File: config.mk
export PLATFORM = sky130hd
export DESIGN_NAME = serial_addsub
export DESIGN_NICKNAME = d
export VERILOG_FILES = /design/src/rtl/serial_addsub.sv
export SDC_FILE = /design/constraint.sdc
export NUM_CORES = 1
export LEC_CHECK = 0
export ABC_AREA = 0
export BUFFER_PORTS_ARGS = -buffer_cell sky130_fd_sc_hd__buf_2
export CORE_MARGIN = 2
export CORE_UTILIZATION = 52
export CTS_CLUSTER_DIAMETER = 80
export DETAILED_ROUTE_END_ITERATION = 10
export PLACE_DENSITY_LB_ADDON = 0.12
export SLEW_MARGIN = 20
export SYNTH_ARGS = -nofsm -noshare
export SYNTH_HDL_FRONTEND = slang
export SYNTH_SLANG_ARGS = --single-unit
export TNS_END_PERCENT = 5
File: constraint.sdc
create_clock -name clk -period 3.1 [get_ports clk]
set_clock_uncertainty 0.15 [all_clocks]
set_input_delay 0.465 -clock clk [delete_from_list [all_inputs] [get_ports clk]]
set_output_delay 0.465 -clock clk [all_outputs]
set_load 0.01 [all_outputs]
File: src/rtl/serial_addsub.sv
// serial_addsub: digit-serial add/subtract unit.
// Operands are accepted in one cycle. They are then summed DIGIT bits per
// enabled cycle, least-significant slice first. The result is registered
// together with its carry/borrow, overflow, zero and negative flags. Signed
// modes clamp to the most-positive or most-negative value on overflow.
module serial_addsub #(
    parameter int WIDTH = 8,
    parameter int DIGIT = 2
) (
    input  logic             clk,
    input  logic             rst,
    input  logic             ena,
    input  logic             in_valid,
    output logic             in_ready,
    input  logic [WIDTH-1:0] op_a,
    input  logic [WIDTH-1:0] op_b,
    input  logic [1:0]       mode,
    output logic             out_valid,
    input  logic             out_ready,
    output logic [WIDTH-1:0] result,
    output logic             carry,
    output logic             overflow,
    output logic             zero,
    output logic             neg
);

    localparam int STEPS = WIDTH / DIGIT;
    localparam int CNT_W = (STEPS > 1) ? $clog2(STEPS) : 1;
    localparam int SUM_W = DIGIT + 1;

    typedef enum logic [1:0] {IDLE, BUSY, DONE} state_t;

    state_t                    state;
    logic [WIDTH-1:0]          a_sh;      // remaining slices of a, LSB slice at bottom
    logic [WIDTH-1:0]          b_sh;      // remaining slices of b' (b inverted for subtract)
    logic [WIDTH-1:0]          sum_sr;    // sum slices collected so far, filled from the top
    logic                      cy;        // running carry between slices
    logic                      a_msb;     // sign of a, kept for overflow/saturation
    logic                      b_msb;     // sign of b', kept for overflow
    logic                      sub_mode;  // borrow is the inverted carry-out
    logic                      sat_mode;  // clamp on signed overflow
    logic [CNT_W-1:0]          cnt;

    logic [SUM_W-1:0]          slice_sum;
    logic signed [WIDTH-1:0]   raw_sum;
    logic                      raw_ovf;
    logic signed [WIDTH-1:0]   final_res;

    // Shift the newest sum slice into the top of the collector.
    function automatic logic [WIDTH-1:0] shift_in(input logic [WIDTH-1:0] sr,
                                                  input logic [DIGIT-1:0] s);
        return (sr >> DIGIT) | (WIDTH'(s) << (WIDTH - DIGIT));
    endfunction

    // Clamp toward the sign of a when the signed result has overflowed.
    function automatic logic signed [WIDTH-1:0] saturate(input logic signed [WIDTH-1:0] raw,
                                                         input logic ovf,
                                                         input logic a_neg);
        logic signed [WIDTH-1:0] max_pos;
        logic signed [WIDTH-1:0] min_neg;
        max_pos = {1'b0, {(WIDTH-1){1'b1}}};
        min_neg = {1'b1, {(WIDTH-1){1'b0}}};
        if (!ovf)
            return raw;
        return a_neg ? min_neg : max_pos;
    endfunction

    assign in_ready  = (state == IDLE) && ena;
    assign out_valid = (state == DONE);

    // Per-slice adder and the complete result. The complete result is only
    // meaningful while the last slice is being added.
    always_comb begin
        slice_sum = {1'b0, a_sh[DIGIT-1:0]} + {1'b0, b_sh[DIGIT-1:0]} + SUM_W'(cy);
        raw_sum   = shift_in(sum_sr, slice_sum[DIGIT-1:0]);
        raw_ovf   = (a_msb == b_msb) && (raw_sum[WIDTH-1] != a_msb);
        final_res = saturate(raw_sum, raw_ovf && sat_mode, a_msb);
    end

    // Control FSM and datapath state. Everything is frozen while ena is low.
    always_ff @(posedge clk or posedge rst) begin
        if (rst) begin
            state    <= IDLE;
            cnt      <= '0;
            a_sh     <= '0;
            b_sh     <= '0;
            sum_sr   <= '0;
            cy       <= 1'b0;
            a_msb    <= 1'b0;
            b_msb    <= 1'b0;
            sub_mode <= 1'b0;
            sat_mode <= 1'b0;
            result   <= '0;
            carry    <= 1'b0;
            overflow <= 1'b0;
            zero     <= 1'b0;
            neg      <= 1'b0;
        end else if (ena) begin
            case (state)
                IDLE: begin
                    if (in_valid) begin
                        a_sh     <= op_a;
                        b_sh     <= mode[0] ? op_b : ~op_b;
                        a_msb    <= op_a[WIDTH-1];
                        b_msb    <= mode[0] ? op_b[WIDTH-1] : ~op_b[WIDTH-1];
                        sub_mode <= ~mode[0];
                        sat_mode <= mode[1];
                        cy       <= ~mode[0];
                        cnt      <= '0;
                        sum_sr   <= '0;
                        state    <= BUSY;
                    end
                end
                BUSY: begin
                    a_sh   <= a_sh >> DIGIT;
                    b_sh   <= b_sh >> DIGIT;
                    sum_sr <= raw_sum;
                    cy     <= slice_sum[DIGIT];
                    cnt    <= cnt + CNT_W'(1);
                    if (cnt == CNT_W'(STEPS - 1)) begin
                        cnt      <= '0;
                        result   <= final_res;
                        carry    <= slice_sum[DIGIT] ^ sub_mode;
                        overflow <= raw_ovf;
                        zero     <= (final_res == '0);
                        neg      <= final_res[WIDTH-1];
                        state    <= DONE;
                    end
                end
                DONE: begin
                    if (out_ready)
                        state <= IDLE;
                end
                default: state <= IDLE;
            endcase
        end
    end

endmodule
==> results.py <==
metrics = {
    "run_status": {
        "run_status": "finished, final reports clean",
    },
    "sta": {
        "report.final.hold_viol_count": 0,
        "max_freq_mhz": 411,
        "final-setup-viol-count": 0,
        "setup_repair_after_global_routing_missed_its_margin": "no",
        "slew_violations": 0,
        "final_sum_of_negative_setup_slack_ps": 0,
        "post-route-min-period_ps": 2430,
        "max-slew-margin-rel_pct": 51.7,
        "tightest_slew_ps": 724,
        "timing.final.crit_share_pct": 78.4,
    },
    "layout": {
        "layoutNonFillerInstCount": 288,
        "diodes": 0,
        "final_net_count": 264,
        "area.growth.synth_to_final_pct": 15.1,
        "mostFrequentLayoutCells": "dfrtp_1 (42), buf_2 (36), o21ai_0 (26)",
        "layout_cell_share_with_drive_strength_beyond_1_pct": 26.5,
        "layout.cells.most_common": "dfrtp_1",
    },
    "grt": {
        "largest_net_degree_at_the_start_of_global_routing": 25,
        "grt_first_pass_wirelength_um": 7070,
        "via_count_of_the_first_global_routing_pass": 1506,
        "grt_antenna_before_repair": 0,
        "grt_overflow_total": 0,
        "grt_util_all_layers_pct": 21.4,
    },
    "synth": {
        "seq_area_frac_synth_pct": 49.9,
        "synth_largest_area_cell": "dfrtp_1",
        "synth.distinct_cells": 35,
        "synthesis.yosys.warnings": 0,
        "synth_largest_type_area_fraction_pct": 49.9,
        "syn-instance-count": 202,
        "postSynthNetCount": 228,
        "post_synth.cell_area_avg_um2": 10.4,
        "dominantRegCellSynth": "dfrtp_1",
        "ys_seq_elements": 42,
        "synth_edf_count": 0,
        "synth_async_sr_flop_share_pct": 100,
        "synthesis.area_um2": 2100,
        "yosys-top-cells-area": "dfrtp_1 (50%), mux2_2 (6.4%), o21ai_0 (6.2%)",
    },
    "routing": {
        "drtIter0Drc": 127,
        "first_pass_iters": 4,
        "num_vias": 1574,
        "avgRoutedWirePerCell_um": 15.0,
        "postRouteAntennaNets": 0,
        "vias_per_cell": 5.47,
        "routed_wirelength_um": 4320,
        "drc_errors": 0,
    },
    "hold_path": {
        "worst_hold_check_path_type": "in2async",
    },
    "clocking": {
        "number_of_clock_buffers_inserted_by_tritoncts": 5,
        "clock_insertion_delay_worst_skew_ps": 300,
        "cts_tree": "built",
        "clk_pin_slew_worst_paths_ps": 80,
        "clock_tree.root_cell": "clkbuf_8",
        "clock_path_buffers": 2,
        "cts_hold_repair.buffers": 0,
        "tritoncts_num_sinks": 42,
        "postCtsSetupRepairBufs": 0,
        "cts_resized": 0,
        "cts_htree_levels": 2,
    },
    "critical_path": {
        "critPathCaptureType": "flop",
        "critical_path_launch_point": "a_sh[0]",
        "required_time_of_the_critical_path_ps": 3160,
        "timing.setup.critical_path_class": "reg2reg",
        "reg2regPathDepth": 6,
        "crit_path_dat_ps": 2490,
        "regToRegStartpoint": "a_sh[0]",
        "startpoint_type_of_the_worst_setup_path": "flop",
        "critical_path.max_fanout": 7,
    },
    "die": {
        "die_h_um": 67.6,
        "die-area_um2": 4570,
        "die_w_um": 67.6,
        "core_region_area_um2": 3940,
        "rows": 23,
        "io_pins": 37,
        "effective_utilization_at_floorplan_pct": 53.4,
    },
    "power": {
        "max-vdd-ir-drop_uv": 527,
        "portion_of_total_power_attributed_to_sequential_cells_pct": 39.8,
        "switching_share_pct": 37.6,
        "combPwrFrac_pct": 41.6,
        "power-per-cell-area_nw_per_um2": 983,
        "p_leak_nw": 1.13,
        "internal_power_mw": 1.48,
        "total_switching_power_uw": 896,
        "clock_power_share_pct": 18.6,
    },
    "place": {
        "gp_congestion": 0.808,
        "numPlacedInstances": 281,
        "port_buffers": 36,
        "place.detailed.hpwl_um": 3050,
    },
    "job": {
        "maxCapViolCount": 0,
    },
}
## worst max-delay path, cell delays in order (launching register included)
cell and delay, ps:
dfrtp_1 410, fa_1 430, inv_1 70, fa_1 500
nor3b_2 420, a21oi_1 130, o31ai_1 240
## area by class of cell
| class | count | area [um2] |
|---|---|---|
| Clock buffer | 6 | 82.6 |
| Fill cell | 344 | 1520 |
| Clock inverter | 1 | 30.0 |
| Tap cell | 50 | 62.6 |
| Inverter | 12 | 45.0 |
| Timing Repair Buffer | 41 | 218 |
| Sequential cell | 42 | 1050 |
| Multi-Input combinational cell | 136 | 933 |
## metal layers
metal / up-vias / global-route usage, % / wire (um)
met4: 0 / 7.65 / 61
li1: 776 / - / -
met3: 6 / 5.50 / 182
met2: 35 / 34.7 / 2140
met1: 757 / 27.5 / 1940
met5: - / 0 / 0
## worst paths after layout
| path | slack (ps) | end |
|---|---|---|
| worst max-delay path | 670 | result[0] |
| worst min-delay path | 130 | result[5] |
| worst max register to register | 670 | result[0] |
| worst min register to register | 330 | result[2] |
| max in group asynchronous | 1880 | cy |
| min in group clk | 250 | sat_mode |
## kinds of logic (layout without fill, tap and decap cells)
family / count (synthesis) / count (layout) / share of synthesized area [%]
AOI/OAI and AO/OA: 56 / 56 / 15.3
and+or+nand+nor: 46 / 46 / 11.6
DFF: 42 / 42 / 49.9
buffers and inverters: 24 / 60 / 5.71
muxes: 22 / 22 / 11.2
xor gates and xnor gates: 9 / 9 / 3.75
adders and majority gates: 3 / 3 / 2.50
## power groups by stage
stage,logic (mW),registers [mW],clock network (mW)
after CTS,1.00,0.950,0.452
final,0.991,0.947,0.442
after global routing,1.13,0.983,0.474
after floorplan,0.771,0.937,0
after detailed placement,1.00,0.961,0
after global placement,0.976,0.943,0
## flip-flops by register name, indices dropped and copies added, names as in the netlist, 2 cells and up
register and flops:
a_sh 8, b_sh 8, result 8, sum_sr 6, cnt 2, state 2
## synth_stat cells, types with 2 or more instances
| cell | n |
|---|---|
| clkbuf_1 | 4 |
| buf_6 | 2 |
| a22o_1 | 2 |
| inv_1 | 11 |
| dfrtp_1 | 42 |
| xnor2_1 | 8 |
| nand2b_1 | 2 |
| o21ai_0 | 26 |
| nor2_1 | 11 |
| mux2_2 | 12 |
| nand4b_1 | 3 |
| mux2i_1 | 10 |
| a21oi_1 | 10 |
| nor2b_1 | 2 |
| nand3_1 | 3 |
| o31ai_1 | 13 |
| o21ai_1 | 3 |
| fa_1 | 2 |
| buf_2 | 3 |
| nand2_1 | 15 |
| buf_4 | 3 |
| nor3_1 | 2 |
## metrics by stage
stage | hold WS (ps) | util (%) | area, um2 | setup slack (ps) | total power, mW
3_3_place_gp | 309 | 58.6 | 2310 | 765 | 1.92
3_5_place_dp | 320 | 58.6 | 2310 | 681 | 1.96
6_report | 128 | 61.4 | 2420 | 670 | 2.38
5_1_grt | 193 | 61.4 | 2420 | 479 | 2.59
2_1_floorplan | 320 | - | 2100 | 874 | 1.71
4_1_cts | 155 | 61.4 | 2420 | 655 | 2.41
(Power assumes the default switching activity.)
